==> src/rtl/mips_ex_mem_unit.sv <==
// EX + MEM slice of a 5-stage MIPS pipeline: decode, ALU, branch/jump resolve,
// EX/MEM register, 32-word data memory. Optional macro: DMEM_READ_GATE_EN.
module mips_ex_mem_unit (
    input  logic        CLK,
    input  logic        reset_n,
    input  logic [5:0]  op,
    input  logic [5:0]  funct,
    input  logic [31:0] rs_data,
    input  logic [31:0] rt_data,
    input  logic [31:0] imm,
    input  logic [4:0]  wreg_in,
    input  logic        regwrite_in,
    input  logic        flush,
    output logic [31:0] alu_result,
    output logic        zero,
    output logic        branch_taken,
    output logic        jump,
    output logic [31:0] wb_data,
    output logic [4:0]  wb_addr,
    output logic        wb_en
);
    localparam logic [3:0] ALU_AND = 4'b0000;
    localparam logic [3:0] ALU_OR  = 4'b0001;
    localparam logic [3:0] ALU_ADD = 4'b0010;
    localparam logic [3:0] ALU_SUB = 4'b0110;
    localparam logic [3:0] ALU_SLT = 4'b0111;
    localparam logic [3:0] ALU_NOR = 4'b1100;

    logic       alu_src, mem_read, mem_write, mem_to_reg, branch, j_to_pc;
    logic [3:0] alu_op;

    always_comb begin
        alu_src    = 1'b0;
        mem_read   = 1'b0;
        mem_write  = 1'b0;
        mem_to_reg = 1'b0;
        branch     = 1'b0;
        j_to_pc    = 1'b0;
        alu_op     = ALU_ADD;
        case (op)
            6'h00: begin
                case (funct)
                    6'h22:   alu_op = ALU_SUB;
                    6'h24:   alu_op = ALU_AND;
                    6'h25:   alu_op = ALU_OR;
                    6'h27:   alu_op = ALU_NOR;
                    6'h2A:   alu_op = ALU_SLT;
                    default: alu_op = ALU_ADD;
                endcase
            end
            6'h08: alu_src = 1'b1;
            6'h0C: begin alu_src = 1'b1; alu_op = ALU_AND; end
            6'h0D: begin alu_src = 1'b1; alu_op = ALU_OR;  end
            6'h0A: begin alu_src = 1'b1; alu_op = ALU_SLT; end
            6'h23: begin alu_src = 1'b1; mem_read = 1'b1; mem_to_reg = 1'b1; end
            6'h2B: begin alu_src = 1'b1; mem_write = 1'b1; end
            6'h04: begin branch = 1'b1; alu_op = ALU_SUB; end
            6'h02: j_to_pc = 1'b1;
            default: ;
        endcase
    end

    logic [31:0] opb;
    assign opb = alu_src ? imm : rt_data;

    always_comb begin
        case (alu_op)
            ALU_AND: alu_result = rs_data & opb;
            ALU_OR:  alu_result = rs_data | opb;
            ALU_ADD: alu_result = rs_data + opb;
            ALU_SUB: alu_result = rs_data - opb;
            ALU_SLT: alu_result = {31'd0, $signed(rs_data) < $signed(opb)};
            ALU_NOR: alu_result = ~(rs_data | opb);
            default: alu_result = 32'd0;
        endcase
    end

    assign zero         = (alu_result == 32'd0);
    assign branch_taken = branch & zero;
    assign jump         = j_to_pc;

    logic [31:0] alu_result_q, rt_data_q;
    logic        mem_write_q, mem_to_reg_q, regwrite_q;
    logic [4:0]  wreg_q;

    always_ff @(posedge CLK or negedge reset_n) begin
        if (!reset_n) begin
            alu_result_q <= 32'd0;
            rt_data_q    <= 32'd0;
            mem_write_q  <= 1'b0;
            mem_to_reg_q <= 1'b0;
            regwrite_q   <= 1'b0;
            wreg_q       <= 5'd0;
        end else begin
            alu_result_q <= alu_result;
            rt_data_q    <= rt_data;
            mem_write_q  <= mem_write & ~flush;
            mem_to_reg_q <= mem_to_reg & ~flush;
            regwrite_q   <= regwrite_in & ~flush;
            wreg_q       <= wreg_in;
        end
    end

    // Flop-based memory: reset must clear every word asynchronously.
    logic [31:0] mem_q [32];
    logic [4:0]  mem_idx;
    assign mem_idx = alu_result_q[6:2];

    generate
        for (genvar gi = 0; gi < 32; gi++) begin : g_word
            always_ff @(posedge CLK or negedge reset_n) begin
                if (!reset_n)
                    mem_q[gi] <= 32'd0;
                else if (mem_write_q && mem_idx == gi[4:0])
                    mem_q[gi] <= rt_data_q;
            end
        end
    endgenerate

    logic [31:0] mem_rd;
`ifdef DMEM_READ_GATE_EN
    logic mem_read_q;
    always_ff @(posedge CLK or negedge reset_n) begin
        if (!reset_n)
            mem_read_q <= 1'b0;
        else
            mem_read_q <= mem_read & ~flush;
    end
    assign mem_rd = mem_read_q ? mem_q[mem_idx] : 32'd0;
`else
    logic unused_mem_read;
    assign unused_mem_read = mem_read;
    assign mem_rd = mem_q[mem_idx];
`endif

    assign wb_data = mem_to_reg_q ? mem_rd : alu_result_q;
    assign wb_addr = wreg_q;
    assign wb_en   = regwrite_q;
endmodule

==> config.mk <==
export PLATFORM = sky130hd
export DESIGN_NAME = mips_ex_mem_unit
export DESIGN_NICKNAME = d
export VERILOG_FILES = /design/src/rtl/mips_ex_mem_unit.sv
export SDC_FILE = /design/constraint.sdc
export NUM_CORES = 2
export LEC_CHECK = 0
export CORE_MARGIN = 2
export CORE_UTILIZATION = 50
export CTS_CLUSTER_DIAMETER = 80
export CTS_CLUSTER_SIZE = 40
export DETAILED_ROUTE_END_ITERATION = 8
export DONT_BUFFER_PORTS = 1
export GPL_ROUTABILITY_DRIVEN = 0
export GPL_TIMING_DRIVEN = 0
export SLEW_MARGIN = 20
export SYNTH_ARGS = -nofsm -noshare
export SYNTH_HDL_FRONTEND = slang
export SYNTH_SLANG_ARGS = --single-unit
==> constraint.sdc <==
create_clock -name CLK -period 5.85 [get_ports CLK]
set_input_delay 0.2925 -clock CLK [delete_from_list [all_inputs] [get_ports CLK]]
set_output_delay 0.2925 -clock CLK [all_outputs]
set_load 0.01 [all_outputs]
==> results.tsv <==
stage	metric	value	unit
final_layout	finalNetCount	4150	
yosys	yosysSeqAreaShare	50.2	%
yosys	yosys.area_share.adder	2.73	%
yosys	synth-seq-cells	1096	
yosys	synth_edf_count	0	
outcome	status	complete, no violations	
yosys	netlist_instances	3810	
worst_setup_path	worstRegToRegCells	7	
final_layout	layout_commonest_cell	dfrtp_1	
sta	setup_viol_count_final	0	
power_and_ir_drop	p_leak	0.0281	uW
clock_tree	clockBufferDepth	3	
global_route	grt_pass1_wl	239	mm
worst_setup_path	worst_setup_path_end_kind	output port	
floorplanning	die_h	334	um
worst_setup_path	crit_path_start_kind	primary input	
yosys	syn_area_per_cell	14.3	um2
global_route	groute.usage.overall	29.3	%
final_layout	syn2layout_area_growth	8.73	%
worst_setup_path	slowest_delay	0.68	ns
power_and_ir_drop	irDropWorstVdd	0.000357	V
yosys	post-synth-top-area-fraction	50.2	%
global_route	grt_max_degree	222	
route	antenna_left	0	
yosys	netlist_area	54600	um2
final_layout	post-route-util	54.7	%
yosys	ys_warn_count	0	
floorplanning	io_pins	190	
worst_setup_path	required	5.56	ns
clock_tree	cts-root-buf	clkbuf_16	
yosys	ys_types	85	
sta	skew	0.0471	ns
route	drt_pass1_iterations	7	
floorplanning	fp.dieArea	112000	um2
global_route	grt_pass1_vias	34499	
clock_tree	clk_pin_slew	0.14	ns
yosys	yosys.area_share.simple	3.39	%
yosys	synthTopCellsByArea	dfrtp_1, mux2_2, mux4_2	
placement	dp.final_hpwl	121	mm
global_route	antenna_found_initial	4	
yosys	synth_ff_type	dfrtp_1	
yosys	synth_top_family_by_area	multiplexers	
yosys	synth_nets	4045	
worst_setup_path	crit_path_top_delay_cell	or4_4	
final_layout	design_area	59400	um2
yosys	synth_compound_area_share	4.46	%
sta	worst_pin_slew	1.21	ns
worst_setup_path	r2r_start	alu_result_q[2]	
sta	hold_slack	0.0446	ns
route	drtIter0Drc	2813	
sta	fin_crit_sh	98.0	%
yosys	synth_top_area_cell	dfrtp_1	
floorplanning	start_util	50.3	%
route	vias	33783	
floorplanning	core	109000	um2
clock_tree	cts_inserted_buffers	49	
route	routedWlPerCell	30.2	um
route	drc	0	
sta	min_period	5.73	ns
clock_tree	worstSkewPairLatency	0.71	ns
route	viasPerCell	6.29	
job	maxCapViolCount	0	
power_and_ir_drop	powerDensity	266	nW/um2
sta	slew_viol_final	0	
clock_tree	cts_tree	yes	
placement	io_buffers	0	
worst_setup_path	worstPathMaxFanout	10	
yosys	yosys.area_share.xor_xnor	0.546	%
worst_setup_path	cp-startpoint	op[1]	
placement	dpl_cell_area	56600	um2
global_route	gr-total-overflow	0	
worst_hold_path	hp-class	in2async	
final_layout	layout_common_cells	dfrtp_1, mux2_2, mux4_2, clkbuf_1, ha_1	
worst_setup_path	crit_chain	buf_4 -> and4bb_2 -> a21oi_1 -> or2_2 -> buf_6 -> mux2_2 -> inv_1 -> ha_2 -> nand4_1 -> or3_1 -> o311a_1 -> a21o_1 -> nand2_1 -> a21oi_1 -> o211ai_1 -> o211ai_1 -> or4_4 -> nor4_4	
clock_tree	clock_sinks	1096	
clock_tree	htree_levels	2	
worst_setup_path	critPathKind	in2out	
route	routed_wl	162	mm
floorplanning	rows	121	
final_layout	layout-drive-gt1-share	40.2	%
yosys	async_flop_share	100	%
yosys	synth_mux_area_share	35.6	%
final_layout	fillerInstances	8993	
sta	clock.fmax	174	MHz
worst_setup_path	critPathArrivalTime	5.44	ns
floorplanning	die_width	334	um
sta	finalHoldViolations	0	
sta	slew_headroom	19.4	%
cells by family after synthesis:
group,Yosys count
compound gates,358
xor+xnor,34
fa+ha+maj,118
buf+inv,435
flops,1096
mux,1409
simple gates,360
power breakdown:
group / internal, uW / switching, uW
clock network: 1950 / 2950
registers: 7770 / 129
logic: 987 / 1990
layer usage:
| layer | track usage (%) | wire (um) | vias to the layer above |
|---|---|---|---|
| met5 | 0 | 27 | - |
| met4 | 9.35 | 5610 | 4 |
| met3 | 5.59 | 10200 | 269 |
| met2 | 47.5 | 76800 | 1051 |
| met1 | 40.2 | 69700 | 18149 |
| li1 | - | - | 14310 |
synth_stat cells, drive strengths merged (7+ instances only):
library cell	n
mux2	1056
or3	8
nor3	25
nor2b	19
a211o	7
mux4	320
o31ai	14
and3	9
dfrtp	1096
a22oi	12
nand4	19
ha	116
a21o	25
inv	104
buf	96
a31oi	14
nand2b	16
nand3	26
xnor2	26
a221oi	8
nor4	24
a21oi	111
o21ai	48
mux2i	33
o21bai	8
clkbuf	235
nor2	96
and2	9
o211ai	25
a211oi	24
nand2	76
xor2	8
through the flow:
step / TNS, ns / cells / total power [uW] / worst slack, ns
2_1_floorplan: 0 / 3810 / 9730 / 0.649
3_3_place_gp: -5.87 / 5224 / 10700 / -1.15
3_5_place_dp: -3.65 / 5232 / 10900 / -1.00
4_1_cts: 0 / 5367 / 15900 / 0.00969
5_1_grt: -0.00383 / 5370 / 16300 / -0.00383
6_report: 0 / 5371 / 15800 / 0.116
what timing repair did:
action,in CTS,in global routing
pin swaps,3,8
endpoints found under the hold margin,389,0
endpoints found under the setup margin,6,5
setup buffers,3,4
resized for setup,30,38
hold buffers,45,0
critical path: cells and delay by family:
kind            cells  cell delay, ns
fa+ha+maj           1            0.38
simple gates        7            2.54
compound gates      6            1.49
buf+inv             3            0.41
mux                 1            0.29
registers in the layout, indices dropped and copies added (netlist names):
| signal | flops |
|---|---|
| mem_q | 1024 |
| alu_result_q | 32 |
| rt_data_q | 32 |
| wb_addr | 5 |
| mem_to_reg_q | 1 |
| mem_write_q | 1 |
| wb_en | 1 |
path summary, 6_finish.rpt:
kind                                    endpoint  slack (ns)
min in group CLK                 alu_result_q[6]        0.10
max in group asynchronous       alu_result_q[20]        3.55
worst max-delay path                branch_taken        0.12
worst max register to register        mem_q[233]        1.32
worst min register to register        mem_q[945]        0.51
worst min-delay path                  mem_q[801]        0.04
layout make-up:
cell class,instances,area (um2),area share (%)
Antenna cell,1,2.50,0.00422
Buffer,324,1320,2.22
Clock buffer,53,1300,2.20
Clock inverter,39,683,1.15
Inverter,104,390,0.658
Multi-Input combinational cell,2279,25700,43.4
Sequential cell,1096,27400,46.2
Tap cell,1414,1770,2.98
Timing Repair Buffer,61,728,1.23
No activity file was read; power rests on OpenSTA's default activity.
